$ cat config.mk
export PLATFORM = sky130hd
export DESIGN_NAME = trace_capture
export DESIGN_NICKNAME = d
export VERILOG_FILES = /design/src/rtl/trace_pkg.sv /design/src/rtl/trace_fifo.sv /design/src/rtl/trace_capture.sv
export SDC_FILE = /design/constraint.sdc
export NUM_CORES = 1
export LEC_CHECK = 0
export CAP_MARGIN = 20
export CORE_UTILIZATION = 45
export CTS_CLUSTER_SIZE = 20
export DETAILED_ROUTE_END_ITERATION = 8
export GPL_ROUTABILITY_DRIVEN = 0
export PLACE_DENSITY_LB_ADDON = 0.12
export SLEW_MARGIN = 20
export SYNTH_ARGS = -nofsm -noshare
export SYNTH_HDL_FRONTEND = slang
export SYNTH_HIERARCHICAL = 1
export SYNTH_SLANG_ARGS = --single-unit
$ cat constraint.sdc
create_clock -name clk -period 16 [get_ports clk]
set_input_delay 2.4 -clock clk [delete_from_list [all_inputs] [get_ports clk]]
set_output_delay 2.4 -clock clk [all_outputs]
set_load 0.01 [all_outputs]
$ cat src/rtl/trace_pkg.sv
// trace_pkg: shared record kinds, record layout and widths for the trace capture block
package trace_pkg;

    localparam int TAG_W  = 9;
    localparam int REC_DW = 64;

    typedef enum logic [1:0] {
        KIND_NONE = 2'b00,
        KIND_REG  = 2'b01,
        KIND_MWR  = 2'b10,
        KIND_MRD  = 2'b11
    } kind_t;

    typedef struct packed {
        kind_t              kind;
        logic [TAG_W-1:0]   tag;
        logic [REC_DW-1:0]  data;
    } rec_t;

endpackage

$ cat src/rtl/trace_fifo.sv
// trace_fifo: record storage with two write ports and a show-ahead read port
module trace_fifo
    import trace_pkg::*;
#(
    parameter int DEPTH = 16
) (
    input  logic                     clk,
    input  logic                     reset,
    input  logic                     i_we0,
    input  rec_t                     i_d0,
    input  logic                     i_we1,
    input  rec_t                     i_d1,
    input  logic                     i_re,
    output rec_t                     o_head,
    output logic [$clog2(DEPTH):0]   o_level
);

    localparam int AW = $clog2(DEPTH);
    localparam int LW = AW + 1;

    rec_t           r_mem [DEPTH];
    logic [AW-1:0]  r_wr_ptr;
    logic [AW-1:0]  r_rd_ptr;
    logic [LW-1:0]  r_level;

    // port 1 always lands in the slot after port 0, so two pushes stay in order
    always_ff @(posedge clk) begin
        if (i_we0) r_mem[r_wr_ptr] <= i_d0;
        if (i_we1) r_mem[r_wr_ptr + AW'(1)] <= i_d1;
    end

    // pointers wrap naturally because DEPTH is a power of two
    always_ff @(posedge clk) begin
        if (reset) begin
            r_wr_ptr <= '0;
            r_rd_ptr <= '0;
            r_level  <= '0;
        end else begin
            r_wr_ptr <= r_wr_ptr + AW'(i_we0) + AW'(i_we1);
            r_rd_ptr <= r_rd_ptr + AW'(i_re);
            r_level  <= r_level + LW'(i_we0) + LW'(i_we1) - LW'(i_re);
        end
    end

    assign o_head  = r_mem[r_rd_ptr];
    assign o_level = r_level;

endmodule

$ cat src/rtl/trace_capture.sv
// trace_capture: turns core register/memory activity into a FIFO of trace records
module trace_capture
    import trace_pkg::*;
#(
    parameter int DEPTH  = 16,
    parameter int DATA_W = 32
) (
    input  logic                    clk,
    input  logic                    reset,
    input  logic                    capture_en,
    input  logic                    reg_write_sig,
    input  logic [4:0]              reg_num,
    input  logic [DATA_W-1:0]       reg_data,
    input  logic                    wr,
    input  logic                    rd,
    input  logic [8:0]              addr,
    input  logic [DATA_W-1:0]       wr_data,
    input  logic [DATA_W-1:0]       rd_data,
    output logic                    rec_valid,
    input  logic                    rec_ready,
    output logic [1:0]              rec_kind,
    output logic [8:0]              rec_tag,
    output logic [DATA_W-1:0]       rec_data,
    output logic [$clog2(DEPTH):0]  level,
    output logic [15:0]             drop_cnt,
    output logic                    proto_err
);

    localparam int LW = $clog2(DEPTH) + 1;

    logic           w_mem_ev;
    logic           w_reg_ev;
    rec_t           w_mem_rec;
    rec_t           w_reg_rec;
    logic [1:0]     w_n_ev;
    logic [LW-1:0]  w_free;
    logic [1:0]     w_n_push;
    logic [1:0]     w_drop;
    logic [16:0]    w_drop_sum;
    logic           w_pop;
    rec_t           w_head;
    logic [LW-1:0]  w_level;
    logic           w_unused;
    logic [15:0]    r_drop_cnt;
    logic           r_proto_err;

    assign w_mem_ev  = capture_en & (wr | rd);
    assign w_reg_ev  = capture_en & reg_write_sig & (reg_num != 5'd0);
    assign w_mem_rec = '{kind: wr ? KIND_MWR : KIND_MRD, tag: addr, data: REC_DW'(wr ? wr_data : rd_data)};
    assign w_reg_rec = '{kind: KIND_REG, tag: {4'b0, reg_num}, data: REC_DW'(reg_data)};

    // space is judged on the pre-edge level; a same-cycle pop never frees a slot
    assign w_n_ev     = {1'b0, w_mem_ev} + {1'b0, w_reg_ev};
    assign w_free     = LW'(DEPTH) - w_level;
    assign w_n_push   = (w_free >= LW'(w_n_ev)) ? w_n_ev : w_free[1:0];
    assign w_drop     = w_n_ev - w_n_push;
    assign w_drop_sum = {1'b0, r_drop_cnt} + 17'(w_drop);
    assign w_pop      = rec_valid & rec_ready;

    trace_fifo #(.DEPTH(DEPTH)) u_fifo (
        .clk     (clk),
        .reset   (reset),
        .i_we0   (w_n_push != 2'd0),
        .i_d0    (w_mem_ev ? w_mem_rec : w_reg_rec),
        .i_we1   (w_n_push == 2'd2),
        .i_d1    (w_reg_rec),
        .i_re    (w_pop),
        .o_head  (w_head),
        .o_level (w_level)
    );

    // drop counter saturates; protocol error is sticky until reset
    always_ff @(posedge clk) begin
        if (reset) begin
            r_drop_cnt  <= '0;
            r_proto_err <= 1'b0;
        end else begin
            r_drop_cnt  <= w_drop_sum[16] ? 16'hFFFF : w_drop_sum[15:0];
            r_proto_err <= r_proto_err | (capture_en & wr & rd);
        end
    end

    assign level     = w_level;
    assign rec_valid = (w_level != '0);
    assign rec_kind  = rec_valid ? w_head.kind : 2'b00;
    assign rec_tag   = rec_valid ? w_head.tag : 9'd0;
    assign rec_data  = rec_valid ? w_head.data[DATA_W-1:0] : '0;
    assign drop_cnt  = r_drop_cnt;
    assign proto_err = r_proto_err;
    assign w_unused  = &{1'b0, w_head.data};

endmodule

Yosys cells after proc, flatten, opt, wreduce, memory -nomap -nowiden
Memories as Yosys holds them, arrays and structs flattened. A register that Yosys moved wholly into a read port is not among the register bits.
Index checks and enable logic that the tools add are counted.
{"block": "totals", "memories": 1, "output_inout_bits": 66, "mem_bits_rw": 1200, "input_bits": 117, "wordCells": 43, "regBits": 30}
{"block": "op_classes", "n_mux": 13, "n_eq_ne": 1, "bitwise_logic": 8, "n_addsub": 11, "order_cmp": 1, "reduce_logical": 3}
{"memory": "u_fifo.r_mem", "depth": 16, "width": 75, "rd": 1, "rd_ports_with_merged_regs": 1, "write_ports": 2, "line": "trace_fifo.sv:21", "rtl": "rec_t r_mem [DEPTH];"}
{"cell": "$mux W75", "n": 1}
{"cell": "$mux W32", "n": 2}
{"cell": "$add A16 B2 Y17", "n": 1}
{"cell": "$mux W16", "n": 1}
{"cell": "$add A4 B1 Y4", "n": 3}
{"cell": "$add A5 B1 Y5", "n": 2}
{"cell": "$reduce_bool A5 Y1", "n": 2}
{"cell": "$mux W9", "n": 1}
{"cell": "$and A1 B1 Y1", "n": 6}
{"cell": "$ge A5 B2 Y1", "n": 1}
{"cell": "$mux W1", "n": 5}
{"cell": "$sub A5 B1 Y5", "n": 1}
{"cell": "$sub A5 B5 Y5 const A", "n": 1}
{"cell": "$add A4 B1 Y4 const B", "n": 1}
{"cell": "$mux W2", "n": 2}
{"cell": "$mux W4", "n": 1}
{"cell": "$add A1 B1 Y2", "n": 1}
{"cell": "$eq A2 B2 Y1 const B", "n": 1}
{"cell": "$or A1 B1 Y1", "n": 2}
{"cell": "$reduce_bool A2 Y1", "n": 1}
{"cell": "$sub A2 B2 Y2", "n": 1}

Depth between registers and ports, before layout
Gate-level depths: netlist of run 1.
{"block": "depth", "depth_word": 9, "depth_mapped": 18}

Cells and area by module
The synthesis of run 1 kept the hierarchy.
{"mod": "trace_fifo", "cells_per_inst": 3423, "area_per_inst_um2": 60247.8, "n_inst": 1, "seq_area_each_um2": 36294.8}
{"mod": "trace_capture", "cells_per_inst": 300, "area_per_inst_um2": 2130.8, "n_inst": 1, "seq_area_each_um2": 340.3}

Worst setup path after synthesis of run 1
OpenSTA, ideal clock, no wires.
{"block": "synth_timing", "path_kind": "input -> register", "startpoint": "input port wr", "endpoint": "memory u_fifo/r_mem[6][0] in the netlist's numbering (enable)", "required_ns": 15.384, "arrival_ns": 10.332, "setup_slack_ns": 5.052, "stages": 12, "cell_sequence": "buf_2 > o21ai_2 > clkinv_1 > ha_1 > ha_1 > nand2b_1 > a21oi_1 > nand3_1 > mux2i_1 > nor2b_1 > a21oi_1 > nor3b_1"}
{"element": "from (decl)", "line": "trace_capture.sv:14", "rtl": "input logic wr,"}
{"element": "to (decl)", "line": "trace_fifo.sv:21"}

==> results of run 1 <==
[registers in the layout (all words and copies together) (netlist names)]
signal,flops
u_fifo/r_mem,688
drop_cnt,16
u_fifo/o_level,5
u_fifo/r_rd_ptr,4
u_fifo/r_wr_ptr,4
proto_err,1
[per-stage QoR]
| step | cell area (µm²) | hold WS, ns | utilization | setup slack (ns) | instances |
|---|---|---|---|---|---|
| final | 42690 | 0.4828 | 0.5266 | 7.511 | 3575 |
| after global routing | 42690 | 0.5232 | 0.5266 | 7.172 | 3575 |
| after CTS | 42660 | 0.4888 | 0.5262 | 7.458 | 3573 |
| after detailed placement | 40200 | 0.4683 | 0.4959 | 6.810 | 3430 |
| after global placement | 40140 | 0.4542 | 0.4952 | 6.842 | 3428 |
| after floorplan | 37290 | 0.5050 | - | 7.459 | 2375 |
[metal layers]
metal  GRT usage  routed length, µm  vias to the layer above
met2      0.4341              53040                      654
met4     0.05342               2154                        0
met1      0.3481              45940                    11575
met5           0                  0                        -
met3     0.03386               5083                      152
li1            -                  -                     9366
[where the power goes]
part           switching (W)  leakage (nW)  internal [W]  total [W]
clock               0.000737          1.20       0.00101    0.00175
sequential         0.0000755          6.50       0.00225    0.00232
combinational       0.000787          6.39      0.000778    0.00156
[worst max-delay path: stages]
cell and delay (ns):
clkdlybuf4s50_1 0.52, o21ai_4 0.09, buf_4 0.65, clkinv_1 0.83, ha_1 0.57, ha_1 0.27
nand2b_1 0.14, a21oi_1 0.19, nand3_1 0.19, mux2i_1 0.45, inv_1 0.21, nor3_1 0.80
nand3_4 0.89, mux2_2 0.59
[cell type report]
cell class / instances / area (µm²)
fillers: 6677 / 38380
inverters: 21 / 78.83
flip-flops and latches: 718 / 21270
well taps: 1060 / 1326
clock buffers: 114 / 2266
repair buffers: 257 / 2435
multi-input cells: 1376 / 15130
clock inverters: 29 / 187.7
[path summary, 6_finish.rpt]
check / start / depth (start not counted) / to
max: capture_en / 14 / u_fifo/r_mem[5][15]
min: proto_err / 2 / proto_err
max reg2reg: u_fifo/o_level[0] / 10 / u_fifo/r_mem[5][15]
min reg2reg: proto_err / 2 / proto_err
==> run metrics, run 1 <==
kind of end point of the critical path register; number of inserted diodes 0; global-route congestion overflow total 0; path category of the worst min-delay check register to register; floorplan die height around 290 µm; clock buffer count from CTS 81; number of nets in the finished design around 2600; WP data required 16.37 ns; via/cell ratio a little over 6; total number of yosys warnings 6; ANT nets after route 0; most common cell after layout, fill and taps aside edfxtp_1; Critical Path Fanout Max 70; total via count in the routed design 21747; clk_skew 0.01753 ns; unrepaired setup endpoints after global routing no; area of the core between 0.08 and 0.09 mm²; CTS tree yes; Leak approximately 14 nW; post-detail-place hpwl about 57000 µm; gate count of the mapped netlist roughly 2300; number of design rule violations left after detail routing 0; Final Hold Vio Count 0; Pwr per Cell Area 132.1 mW/mm²; Mapped Area roughly 0.037 mm²; Setup TNS 0 ns; average instance area after synthesis between 15 and 20 µm²; number of buffers inserted for hold repair after clock tree synthesis 0; pin count of the biggest net entering global routing 71; 1st-pass router iterations 5; Critical Path Source Type input port; total routing usage reported by global routing 0.2547; post_cts resized 0; total design power about 0.0056 W; commonest cells after routing, fill and taps aside 688 x edfxtp_1, 670 x mux2_2, 180 x clkdlybuf4s50_1; Setup violations, final 0; proportion of layout cells with a drive suffix above 1 0.4266; Die W roughly 290 µm; via count of the first global-routing pass 22463; row count approximately 100; critical path arrival between 8 and 9 ns; signed area change from the synthesized netlist to the final layout 14.94%; Reg clk slew, reported paths ~0.060 ns; maximum ir drop on the vdd rail 0.08793 mV; Crit Path Class input port to register; number of setup buffers added after CTS 0; Clk Latency, worst-skew pair about 0.63 ns; Initial Util 0.4581; initial antenna violation count 1; root buffer cell clkbuf_16; reg2reg setup slack between 10 and 15 ns; CTS H-Tree Depth 3; peak clock frequency supported by timing about 120 MHz; routed wire length per instance between 20 and 30 µm; PortBufs approximately 180; global-route wire length before repair between 150000 and 200000 µm; status complete, no violations; CTS max path bufs 3; clock sink total 718; post-route minimum period approximately 8.5 ns; detailed-route wire length between 100000 and 150000 µm; slew at the pin closest to its max-slew limit 1.163 ns; die area 0.08369 mm²; First DRT Iteration DRCs between 1500 and 2000; number of top-level design ports 183; headroom to the max-slew limit 0.2230; final period utilization 0.5305; Final Slew Violations 0; maxcap violations 0
Note: power is estimated with default switching activity, not from simulation.
==> run 2, diff against run 1 <==
- clock period: 16 -> 8.49 ns (I/O delays scaled with it)
==> run 2 against run 1 <==
Compared with the run above: setup slack worse by 5.3 ns; clock-buffer cell count decreased by 5; worst hold slack better by 0.0092 ns; critical path type unchanged; critical endpoint is now u_fifo/r_mem[5][21]; non-clock buffer count rose by 4; combinational power increased by 87%; die area did not move; design area rose by 0.28%; total power rose by 88%; largest power group unchanged; first-iteration DRC count up 9.3%; register-to-register slack lost 7.4 ns.
==> run metrics, run 2 (same netlist as run 1, synthesis figures left out) <==
critical path arrival 6.61 ns (-2.25 ns); post_cts resized 0 (unchanged); CTS tree yes; area of the core 0.08107 mm² (unchanged); met3 routing resource usage after global routing 0.04000 (+0.006142); met1 usage in global routing 0.3208 (-0.02727); die area 0.08369 mm² (unchanged); global-route wire length before repair 149900 µm (-3.0%); Leak 14.14 nW (+0.35%); headroom to the max-slew limit 0.2711 (+0.04803); Final Instance Area 0.04281 mm² (+0.28%); kind of end point of the critical path register; post-route minimum period between 6 and 7 ns; number of buffers inserted for hold repair after clock tree synthesis 0 (unchanged); clock sink total 718 (unchanged); detailed-route wire length 102900 µm (-3.1%); via count of the first global-routing pass 22641 (+0.79%); 1st-pass router iterations 5 (unchanged); status complete, no violations; Initial Util 0.4581 (unchanged); pin count of the biggest net entering global routing 121 (+70%); path category of the worst min-delay check register to register; Critical Path Source Type input port; dpl cell area 0.04034 mm² (+0.35%); global-route congestion overflow total 0 (unchanged); signed area change from the synthesized netlist to the final layout 15.27%; post-detail-place hpwl 56330 µm (-0.98%); WP data required 8.85 ns (-7.52 ns); Die W 289.3 µm (unchanged); global-route track usage on met2 0.4252 (-0.008890); Final Hold Vio Count 0 (unchanged); Net Sw Power 0.002993 W (+87%); total design power 0.01062 W (+88%); number of design rule violations left after detail routing 0 (unchanged); Critical Path Fanout Max 43 (-39%); clk_skew 0.01480 ns (-0.002728 ns); root buffer cell clkbuf_16; Reg clk slew, reported paths 0.05 ns (about the same); combinational power share 0.275 (-0.002); switch share 0.2819 (-0.001720); Final Slew Violations 0 (unchanged); post-layout instance count excluding filler cells 3583 (+0.22%); peak clock frequency supported by timing around 160 MHz; peak-usage layer in the global routing report met2; number of top-level design ports 183 (unchanged); CTS max path bufs 3 (unchanged); number of setup buffers added after CTS 0 (unchanged); number of inserted diodes 0 (unchanged); Internal Pwr Total 0.007622 W (+89%); Clk pwr share 0.312 (about the same); commonest cells after routing, fill and taps aside 688 x edfxtp_1, 670 x mux2_2, 180 x clkdlybuf4s50_1; maximum ir drop on the vdd rail 0.1817 mV (+110%); routed wire length per instance 28.72 µm (-3.3%); Setup TNS 0 ns (unchanged); part of the total power dissipated in sequential elements 0.413 (about the same); final-layout worst hold slack 0.4920 ns (+0.009202 ns); Clk Latency, worst-skew pair 0.62 ns (about the same); unrepaired setup endpoints after global routing no; total routing usage reported by global routing 0.2473 (-0.007404); flip-flop count of the largest register after layout 688 (unchanged); number of nets in the finished design 2596 (+0.19%); total via count in the routed design 21497 (-1.1%); Setup violations, final 0 (unchanged); floorplan die height 289.3 µm (unchanged); slew at the pin closest to its max-slew limit 1.091 ns (-0.07187 ns); initial antenna violation count 1 (unchanged); most common cell after layout, fill and taps aside edfxtp_1; largest register by flop count u_fifo/r_mem; maxcap violations 0 (unchanged); clock buffer count from CTS 82 (+1.2%); CTS H-Tree Depth 3 (unchanged); First DRT Iteration DRCs 1750 (+9.3%); proportion of layout cells with a drive suffix above 1 0.4265 (about the same); ANT nets after route 0 (unchanged); number of placed instances with taps included 3436 (+0.17%); final period utilization 0.7371; row count 104 (unchanged); Pwr per Cell Area 247.9 mW/mm² (+88%); PortBufs 182 (unchanged); via/cell ratio 6.000 (-1.4%); Crit Path Class input port to register
[run 2: cell count changes in the layout (fill, tap and decap cells not counted), moves of 2 or more]
| cell | delta |
|---|---|
| clkinv_2 | +2 |
| o21ai_0 | -3 |
| clkbuf_8 | -3 |
| clkbuf_1 | -2 |
| buf_4 | -3 |
| o21ai_1 | +3 |
| clkinv_1 | +7 |
| buf_12 | +8 |
[run 2: metal layers]
metal  share of wire  vias up
li1                -     9353
met1            0.41    11293
met2            0.50      666
met3           0.055      183
met4           0.030        2
met5         0.00012        -
[run 2: through the flow]
stage	setup WS, ns	util
6_report	2.232	0.5281
5_1_grt	1.959	0.5281
4_1_cts	2.288	0.5280
3_5_place_dp	1.655	0.4976
3_3_place_gp	1.769	0.4971
2_1_floorplan	1.075	-
[run 2: cell type report]
type / count / area (µm²)
Clock buffer: 109 / 2217
Multi-Input combinational cell: 1376 / 15130
Inverter: 21 / 78.83
Fill cell: 6642 / 38260
Clock inverter: 38 / 246.5
Timing Repair Buffer: 261 / 2545
Tap cell: 1060 / 1326
Sequential cell: 718 / 21270
[run 2: power by group through the flow]
stage / Clock (W) / Sequential, W / Combinational (W)
finish: 0.00331 / 0.00439 / 0.00292
global route: 0.00351 / 0.00441 / 0.00314
CTS: 0.00338 / 0.00439 / 0.00296
detailed placement: 0 / 0.00446 / 0.00295
global placement: 0 / 0.00445 / 0.00292
floorplan: 0 / 0.00438 / 0.00192
[run 2: critical path: stages]
cell             delay, ns
clkdlybuf4s50_1       0.40
buf_4                 0.19
or3_1                 0.43
o311a_1               0.34
ha_1                  0.32
ha_1                  0.28
nand2b_1              0.14
a21oi_1               0.18
nand3_1               0.19
mux2i_1               0.38
inv_1                 0.19
nor3_1                0.79
nand3_4               0.86
mux2_2                0.58
[run 2: path summary, 6_finish.rpt]
path	cells past startpoint	slack, ns	start	end
min reg2reg	2	0.49	proto_err	proto_err
max reg2reg	11	3.74	u_fifo/o_level[0]	u_fifo/r_mem[5][21]
max	14	2.23	reg_num[0]	u_fifo/r_mem[5][21]
min	2	0.49	proto_err	proto_err
